==> src/rtl/serial_sub.sv <==
// Bit-serial WIDTH-bit subtractor (a_in - b_in), LSB first, one full-subtractor step per clock.
// Optional macro SERIAL_SUB_SAT_EN saturates d_out to zero when the final borrow is set.
module serial_sub #(
  parameter int unsigned WIDTH = 8
) (
  input  logic             clk,
  input  logic             rst,
  input  logic             start_in,
  input  logic [WIDTH-1:0] a_in,
  input  logic [WIDTH-1:0] b_in,
  output logic             busy_out,
  output logic             done_out,
  output logic [WIDTH-1:0] d_out,
  output logic             borrow_out
);

  localparam int unsigned CntW = $clog2(WIDTH) + 1;

  typedef enum logic [1:0] {StIdle, StRun, StDone} state_e;

  state_e            state_q, state_d;
  logic [WIDTH-1:0]  a_q, a_d;
  logic [WIDTH-1:0]  b_q, b_d;
  logic [WIDTH-1:0]  r_q, r_d;
  logic              br_q, br_d;
  logic [CntW-1:0]   cnt_q, cnt_d;
  logic [WIDTH-1:0]  dout_q, dout_d;
  logic              borrow_q, borrow_d;

  logic             diff_bit;
  logic             br_next;
  logic [WIDTH-1:0] r_next;

  // Single full-subtractor cell working on the current LSBs.
  assign diff_bit = a_q[0] ^ b_q[0] ^ br_q;
  assign br_next  = (~a_q[0] & b_q[0]) | (~(a_q[0] ^ b_q[0]) & br_q);
  assign r_next   = {diff_bit, r_q[WIDTH-1:1]};

  always_comb begin
    state_d  = state_q;
    a_d      = a_q;
    b_d      = b_q;
    r_d      = r_q;
    br_d     = br_q;
    cnt_d    = cnt_q;
    dout_d   = dout_q;
    borrow_d = borrow_q;

    case (state_q)
      StIdle: begin
        if (start_in) begin
          a_d     = a_in;
          b_d     = b_in;
          r_d     = '0;
          br_d    = 1'b0;
          cnt_d   = '0;
          state_d = StRun;
        end
      end
      StRun: begin
        a_d   = a_q >> 1;
        b_d   = b_q >> 1;
        r_d   = r_next;
        br_d  = br_next;
        cnt_d = cnt_q + CntW'(1);
        if (cnt_q == CntW'(WIDTH - 1)) begin
          state_d  = StDone;
          dout_d   = r_next;
          borrow_d = br_next;
`ifdef SERIAL_SUB_SAT_EN
          if (br_next) begin
            dout_d = '0;
          end
`endif
        end
      end
      StDone: begin
        state_d = StIdle;
      end
      default: begin
        state_d = StIdle;
      end
    endcase
  end

  always_ff @(posedge clk) begin
    if (rst) begin
      state_q  <= StIdle;
      a_q      <= '0;
      b_q      <= '0;
      r_q      <= '0;
      br_q     <= 1'b0;
      cnt_q    <= '0;
      dout_q   <= '0;
      borrow_q <= 1'b0;
    end else begin
      state_q  <= state_d;
      a_q      <= a_d;
      b_q      <= b_d;
      r_q      <= r_d;
      br_q     <= br_d;
      cnt_q    <= cnt_d;
      dout_q   <= dout_d;
      borrow_q <= borrow_d;
    end
  end

  assign busy_out   = (state_q != StIdle);
  assign done_out   = (state_q == StDone);
  assign d_out      = dout_q;
  assign borrow_out = borrow_q;

endmodule

==> config.mk <==
export PLATFORM = sky130hd
export DESIGN_NAME = serial_sub
export DESIGN_NICKNAME = d
export VERILOG_FILES = /design/src/rtl/serial_sub.sv
export SDC_FILE = /design/constraint.sdc
export NUM_CORES = 1
export LEC_CHECK = 0
export BUFFER_PORTS_ARGS = -buffer_cell sky130_fd_sc_hd__buf_4
export CAP_MARGIN = 10
export CORE_ASPECT_RATIO = 0.75
export CORE_MARGIN = 5
export CORE_UTILIZATION = 55
export CTS_BUF_LIST = sky130_fd_sc_hd__clkbuf_16
export DETAILED_ROUTE_END_ITERATION = 10
export GPL_ROUTABILITY_DRIVEN = 1
export GPL_TIMING_DRIVEN = 0
export PLACE_DENSITY_LB_ADDON = 0.08
export SLEW_MARGIN = 25
export SYNTH_ARGS = -nofsm -noshare
export SYNTH_HDL_FRONTEND = slang
export SYNTH_SLANG_ARGS = --single-unit
==> constraint.sdc <==
create_clock -name clk -period 1.45 [get_ports clk]
set_clock_uncertainty 0.15 [all_clocks]
set_input_delay 0.2175 -clock clk [delete_from_list [all_inputs] [get_ports clk]]
set_output_delay 0.2175 -clock clk [all_outputs]
set_load 0.03 [all_outputs]
==> flow_summary.ini, run 1 <==
[status]
outcome = finished with violations
violations = negative setup slack

[final_layout]
stdcell_count = 301
area_growth_pct = 37.64
layout_commonest_cell = buf_4
n_antenna_cell = 0
fill_cells = 232
num-nets-final = 281
drive_above_1_share = 0.3257
final_cell_mix = buf_4, a21oi_1, dfxtp_1, nor2_1, inv_1

[placed_design]
dp_cells = 286
io_buffers = 29
dp_hpwl_um = 2917
gp_congestion = 0.7762

[floorplanning]
io_pins = 30
core_um2 = 3243
die_h_um = 59.98
dieArea_um2 = 4597
start_util = 0.5648
die_w_um = 76.64
rows = 18

[clocking]
clk_pin_slew_ns = 0.05
clk_latency_ns = 0.29
htreeDepth = 2
cts.sinks = 39
cts-root-buf = clkbuf_16
cts_tree = built
cts_buffer_depth = 2
postCtsHoldBufs = 0
cts_buffers = 5

[timing]
fin_ws_ns = -0.04962
finalCriticalPeriod_ns = 1.500
worst_pin_slew_ns = 0.6306
hold_viol = 0
setup_tns_ns = -0.1110
finalSetupViolCount = 4
maxSlewHeadroom = 0.5796
fmax_ghz = 0.6668
drv_slew = 0
finalCritPeriodShare = 1.034
rsz0062_at_grt = yes

[global_routing]
grt_pass1_wl_um = 7410
grt_pass1_vias = 1509
globalRouteOverflowTotal = 0
grtUsageTotal = 0.2075
antenna_found_initial = 0
grt_max_degree = 13

[setup_path]
crit_type = flop to primary output
r2r-start = state_q[0]
crit_arrival_ns = 1.13
crit_fanout = 4
cp.required_ns = 1.08
r2r_slack_ns = -0.04
end_kind = primary output
rr_worst_depth = 6
cp-start-kind = flop
timing.rr.end = r_q[3]

[hold_path]
hold_path_class = input port to flop
min_from = b_in[7]
hold_path_depth = 3
min_to = b_q[7]

[power]
power.total_mw = 2.547
leakagePower_nw = 1.014
ir_worst_vdd_v = 0.0007660
cellPowerDensity_nw_per_um2 = 1010

[routing]
firstDrtPassIters = 5
wirelength_um = 4772
vias = 1757
wl_per_cell_um = 15.85
detail-route-antenna-nets = 0
viasPerCell = 5.837
drc = 0
drt_iter0_drc = 151

[yosys]
synth_cell_types = 33
syn-cell-area_um2 = 1832
yosysWarnings = 0
ys_seq_area_frac = 0.4262
yosys_register_bits = 39
synthCells = 217
syn_area_per_cell_um2 = 8.441
syn-num-nets = 238

[run]
maxCapViolCount = 0
## synth_stat cells (all sizes together)
cell type	instances	area [um^2]
dfxtp	39	780.8
a21oi	37	185.2
nor2	32	120.1
buf	15	92.58
inv	15	56.30
o221a	12	135.1
nand3	10	50.05
a22oi	9	67.56
o31ai	8	60.06
nor2b	7	43.79
clkbuf	5	18.77
nand2	5	18.77
nand2b	2	20.02
o21a	2	15.01
o22a	2	17.52
o22ai	2	12.51
or2	2	12.51
a211oi	1	7.510
a2bb2oi	1	8.760
a311oi	1	15.01
a31oi	1	6.260
and3b	1	8.760
fa	1	20.02
ha	1	12.51
mux2i	1	10.01
nor3b	1	7.510
nor4	1	6.260
o21ai	1	5.000
o21bai	1	11.26
or3	1	6.260
## critical path, stage by stage, from the launching register on
cell,delay (ns)
dfxtp_4,0.35
buf_12,0.12
or2_1,0.23
buf_6,0.14
## final cells by class
class | instances | area [um^2] | share of cell area
well taps | 40 | 50.05 | 0.01985
flip-flops and latches | 39 | 792.0 | 0.3141
repair buffers | 38 | 305.3 | 0.1211
clock inverters | 3 | 12.51 | 0.004963
inverters | 15 | 56.30 | 0.02233
clock buffers | 5 | 125.1 | 0.04963
plain buffers | 18 | 157.7 | 0.06253
multi-input cells | 143 | 1022 | 0.4055
## worst max path at each step
stage | cells past startpoint | endpoint | slack, ns | from
6_report | 3 | busy_out | -0.05 | state_q[1]
3_3_place_gp | 4 | done_out | -0.14 | state_q[1]
2_1_floorplan | 3 | busy_out | 0.05 | state_q[1]
4_1_cts | 3 | busy_out | -0.05 | state_q[1]
3_5_place_dp | 4 | done_out | -0.14 | state_q[1]
5_1_grt | 6 | r_q[3] | -0.11 | state_q[0]
## where the power goes
part | internal [mW] | switching, mW | leakage, nW | total, mW
sequential | 1.12 | 0.0375 | 0.321 | 1.15
combinational | 0.171 | 0.175 | 0.617 | 0.346
clock | 0.621 | 0.425 | 0.0762 | 1.05
## what timing repair did
item / in CTS / in global routing
pin swaps: 1 / 8
buffers inserted: 6 / 4
endpoints found under the setup margin: 11 / 24
gates resized for setup: 17 / 36
## cell families (layout without fill, tap and decap cells)
family | Yosys count | in the layout | synth area share
AO/OA/AOI/OAI | 78 | 78 | 0.2985
AND/OR/NAND/NOR | 62 | 62 | 0.1605
multiplexers | 1 | 1 | 0.005465
flip-flops | 39 | 39 | 0.4262
buffers and inverters | 35 | 79 | 0.09152
adder cells (fa/ha/maj) | 2 | 2 | 0.01776
## sequential cells by signal (all words and copies together) (netlist names)
| name | flops |
|---|---|
| state_q | 2 |
| b_q | 8 |
| d_out | 8 |
| r_q | 7 |
| br_q | 1 |
| borrow_out | 1 |
| cnt_q | 4 |
| a_q | 8 |
## metrics by stage
| stage | area (um^2) | setup WS [ns] | hold slack (ns) | utilization |
|---|---|---|---|---|
| after floorplan | 1839 | 0.05099 | 0.2511 | - |
| after global placement | 2107 | -0.1419 | 0.3073 | 0.6497 |
| after detailed placement | 2107 | -0.1442 | 0.3107 | 0.6497 |
| after CTS | 2326 | -0.04934 | 0.06332 | 0.7172 |
| after global routing | 2521 | -0.1082 | 0.08762 | 0.7774 |
| final | 2521 | -0.04962 | 0.06506 | 0.7774 |
## metal layers
| metal | vias up | GRT usage | part of all wire |
|---|---|---|---|
| met5 | - | 0 | 0 |
| met4 | 0 | 0.09476 | 0.018 |
| met3 | 6 | 0.05723 | 0.070 |
| met2 | 64 | 0.3024 | 0.42 |
| met1 | 828 | 0.2870 | 0.49 |
| li1 | 859 | - | - |
(Power assumes the default switching activity.)
==> run 2, diff against run 1 <==
- PLACE_DENSITY: unset -> 0.85
- PLACE_DENSITY_LB_ADDON: 0.08 -> unset
==> flow_summary.ini, run 2 (synthesis results as in run 1) <==
[status]
outcome = finished with violations
violations = negative setup slack

[timing]
fin_ws_ns = -0.05862
fmax_ghz = 0.6629
finalCriticalPeriod_ns = 1.509
rsz0062_at_grt = yes
hold_viol = 0
maxSlewHeadroom = 0.6496
timing.hold.ws_ns = 0.07877
finalCritPeriodShare = 1.040
worst_pin_slew_ns = 0.5256
drv_slew = 0
finalSetupViolCount = 2

[setup_path]
crit_fanout = 4
crit_type = flop to primary output
slowest_delay_ns = 0.36
cp_num_buf_inv = 2
end_kind = primary output
cp.required_ns = 1.08
cp-start-kind = flop
cp_top_family = flip-flops
path_cells = buf_12 > or2_1 > buf_6
slowest_stage = dfxtp_4
crit_arrival_ns = 1.14

[floorplanning]
die_w_um = 76.64
start_util = 0.5648
die_h_um = 59.98
io_pins = 30
dieArea_um2 = 4597
rows = 18
core_um2 = 3243

[clocking]
cts-root-buf = clkbuf_16
htreeDepth = 2
cts.sinks = 39
cts_buffer_depth = 2
cts_tree = built
clk_pin_slew_ns = 0.05
clk_latency_ns = 0.28
cts_buffers = 5

[power]
comb_power_share = 0.140
ir_worst_vdd_v = 0.0009778
clockPowerShare = 0.408
seq_power_share = 0.452
cellPowerDensity_nw_per_um2 = 1015
power.net_switching_uw = 636.6
intPower_mw = 1.915
switching_share = 0.2495
leakagePower_nw = 1.017

[global_routing]
grt_pass1_vias = 1644
antenna_found_initial = 0
globalRouteOverflowTotal = 0
grt_max_degree = 16
grtUsageTotal = 0.2118
grt_pass1_wl_um = 7755

[final_layout]
num-nets-final = 281
drive_above_1_share = 0.3027
final_util = 0.7751
final_cell_mix = a21oi_1, dfxtp_1, buf_4, nor2_1, inv_1
stdcell_count = 301
n_antenna_cell = 0
area_growth_pct = 37.23

[hold_path]
hold_path_class = input port to flop

[routing]
firstDrtPassIters = 5
detail-route-antenna-nets = 0
drt_iter0_drc = 190
wl_per_cell_um = 16.67
drc = 0
wirelength_um = 5019
viasPerCell = 6.033
vias = 1816

[placed_design]
dp_hpwl_um = 3040
io_buffers = 29
gp_congestion = 0.8015
dp_cells = 286

[run]
maxCapViolCount = 0
## run 2: power by group through the flow
stage	clock (mW)	sequential, mW	combinational [mW]
CTS	1.04	1.15	0.314
finish	1.04	1.15	0.357
global route	1.09	1.16	0.390
detailed placement	0	1.17	0.296
floorplan	0	1.17	0.208
global placement	0	1.17	0.288
## run 2: area by class of cell
cell class	count	area, um^2
clock buffer	5	125.1
inverter	15	56.30
timing repair buffer	38	311.5
buffer	18	165.2
tap	40	50.05
fill	218	729.5
sequential	39	789.5
clock inverter	3	12.51
multi-input combinational	143	1003
## run 2: worst paths after layout
| kind | slack, ns | cells after the start | startpoint | endpoint |
|---|---|---|---|---|
| min | 0.08 | 3 | a_in[7] | a_q[7] |
| min reg2reg | 0.32 | 2 | d_out[0] | d_out[0] |
| max reg2reg | 0 | 5 | state_q[1] | d_out[7] |
| max | -0.06 | 3 | state_q[1] | busy_out |
## run 2: metrics by stage
step           instance area [um^2]  total power, mW  TNS [ns]  setup WS (ns)
6_report                       2514            2.552  -0.06161       -0.05862
5_1_grt                        2514            2.641   -0.3020       -0.08465
4_1_cts                        2359            2.502  -0.04140       -0.04140
3_5_place_dp                   2107            1.471   -0.3397        -0.1588
3_3_place_gp                   2107            1.462   -0.2463        -0.1419
2_1_floorplan                  1839            1.374         0        0.05099
## run 2: metal layers
layer  vias to the layer above  track usage  part of all wire
li1                        857            -                 -
met1                       866       0.2926              0.45
met2                        81       0.3195              0.46
met3                        12      0.04669             0.064
met4                         0      0.09476             0.024
met5                         -            0                 0
## run 2: tightest hold or removal path: stages
cell	delay, ns
buf_4	0.08
a21oi_1	0.06
o22ai_1	0.11
## run 2: what timing repair did
action                                  CTS  global route
pin swaps                                 1             3
resized for setup                        24            24
endpoints found under the setup margin   11            24
buffers inserted                          5             2
gates cloned                              0             2
hold buffers                              0             0
==> run 3, diff against run 2 <==
- BUFFER_PORTS_ARGS: -buffer_cell sky130_fd_sc_hd__buf_4 -> unset
- DONT_BUFFER_PORTS: unset -> 1
- PLACE_DENSITY: 0.85 -> 0.77
- RECOVER_POWER: unset -> 100
==> flow_summary.ini, run 3 (synthesis results as in run 1) <==
[power]
leakagePower_nw = 0.8692
ir_worst_vdd_v = 0.0007771
intPower_mw = 2.074
cellPowerDensity_nw_per_um2 = 1164
switching_share = 0.2343
power.net_switching_uw = 634.6
comb_power_share = 0.120
seq_power_share = 0.428
clockPowerShare = 0.453

[routing]
detail-route-antenna-nets = 0
drt_iter0_drc = 156
wirelength_um = 4913
wl_per_cell_um = 17.87
viasPerCell = 6.167
drc = 0
vias = 1696
firstDrtPassIters = 4

[final_layout]
num-nets-final = 255
stdcell_area_um2 = 2327
area_growth_pct = 27.05
drive_above_1_share = 0.2213
n_antenna_cell = 0
layout_commonest_cell = a21oi_1
final_cell_mix = a21oi_1, dfxtp_1, nor2_1, inv_1, o221a_1

[floorplanning]
io_pins = 30
rows = 18
die_w_um = 76.64
dieArea_um2 = 4597
die_h_um = 59.98
start_util = 0.5648
core_um2 = 3243

[setup_path]
crit_end = busy_out
crit_fanout = 7
rr_worst_depth = 6
crit_type = flop to primary output
end_kind = primary output
r2r_slack_ns = 0.04
crit_arrival_ns = 1.07
r2r-start = state_q[0]
timing.rr.end = r_q[5]
cp.required_ns = 1.08
startpoint = state_q[1]
cp-start-kind = flop

[timing]
worst_pin_slew_ns = 0.5069
maxSlewHeadroom = 0.6620
fmax_ghz = 0.6935
finalCriticalPeriod_ns = 1.442
rsz0062_at_grt = yes
drv_slew = 0
finalCritPeriodShare = 0.9945
fin_ws_ns = 0.007939
hold_viol = 0
finalSetupViolCount = 0

[global_routing]
grt_pass1_vias = 1578
use_met1 = 0.2736
grtUsageTotal = 0.2182
globalRouteOverflowTotal = 0
grt_max_degree = 13
met2_usage = 0.3415
use_met3 = 0.07229
antenna_found_initial = 0
grt_pass1_wl_um = 7859
grt_busiest_layer = met2

[run]
maxCapViolCount = 0

[clocking]
clk_pin_slew_ns = 0.06
clk_latency_ns = 0.28
cts_buffers = 5
htreeDepth = 2
cts.sinks = 39
cts_buffer_depth = 2
cts_tree = built
cts-root-buf = clkbuf_16

[hold_path]
hold_path_class = input port to flop

[placed_design]
dp_slack_ns = -0.1395
dp_hpwl_um = 2909
io_buffers = 0
gp_congestion = 0.7655
placed_area_um2 = 1889

[status]
outcome = finished clean
==> run 3: cell count changes in the layout (fill, tap and decap cells not counted), sizes merged <==
cell	change
buf	-29
dlygate4sd3	+3
inv	-2
bufinv	+1
clkinv	+1
==> run 3: worst min path at each step <==
stage                       start      to  slack (ns)  cells after the start
final                     a_in[6]  a_q[6]        0.07                      3
after floorplan           a_in[7]  a_q[7]        0.25                      2
after global placement    a_in[7]  a_q[7]        0.27                      2
after detailed placement  a_in[7]  a_q[7]        0.27                      2
after CTS                 a_in[6]  a_q[6]        0.07                      3
after global routing      b_in[2]  b_q[2]        0.11                      2
==> run 3: power groups by stage <==
stage / registers [mW] / logic, mW / clock network, mW
after CTS: 1.15 / 0.294 / 1.23
after detailed placement: 1.17 / 0.255 / 0
after global routing: 1.16 / 0.356 / 1.29
after floorplan: 1.17 / 0.208 / 0
after global placement: 1.17 / 0.248 / 0
final: 1.16 / 0.324 / 1.23
==> run 3: repair_timing <==
| action | in CTS | in global routing |
|---|---|---|
| buffers inserted | 6 | 1 |
| hold buffers | 3 | 0 |
| pin swaps | 2 | 3 |
| cloned | 0 | 2 |
| setup endpoints to repair | 11 | 15 |
| hold endpoints to repair | 2 | 0 |
| resized for setup | 19 | 24 |
==> run 3: metrics by stage <==
step	power, mW	setup TNS [ns]	cells	util	hold slack (ns)
2_1_floorplan	1.374	0	217	-	0.2511
3_3_place_gp	1.423	-0.2141	257	0.5826	0.2680
3_5_place_dp	1.429	-0.3672	257	0.5826	0.2728
4_1_cts	2.676	-0.04015	273	0.6798	0.06536
5_1_grt	2.813	-0.07301	275	0.7176	0.1109
6_report	2.708	0	275	0.7176	0.06557
==> run 3: layout make-up <==
type                    instances  area, um^2
clock buffers                   5       125.1
repair buffers                 12       131.4
inverters                      15       56.30
well taps                      40       50.05
clock inverters                 3       38.79
flip-flops and latches         39       789.5
plain buffers                  18       157.7
multi-input cells             143       978.4
fillers                       235       915.9
==> run 3: layer usage <==
| metal | part of all wire | vias up |
|---|---|---|
| li1 | - | 806 |
| met1 | 0.45 | 813 |
| met2 | 0.46 | 68 |
| met3 | 0.073 | 9 |
| met4 | 0.017 | 0 |
| met5 | 0 | - |
==> run 3: worst max-delay path, stage by stage (launching register included) <==
cell     delay (ns)
dfxtp_4        0.37
buf_12         0.13
or2_4          0.29
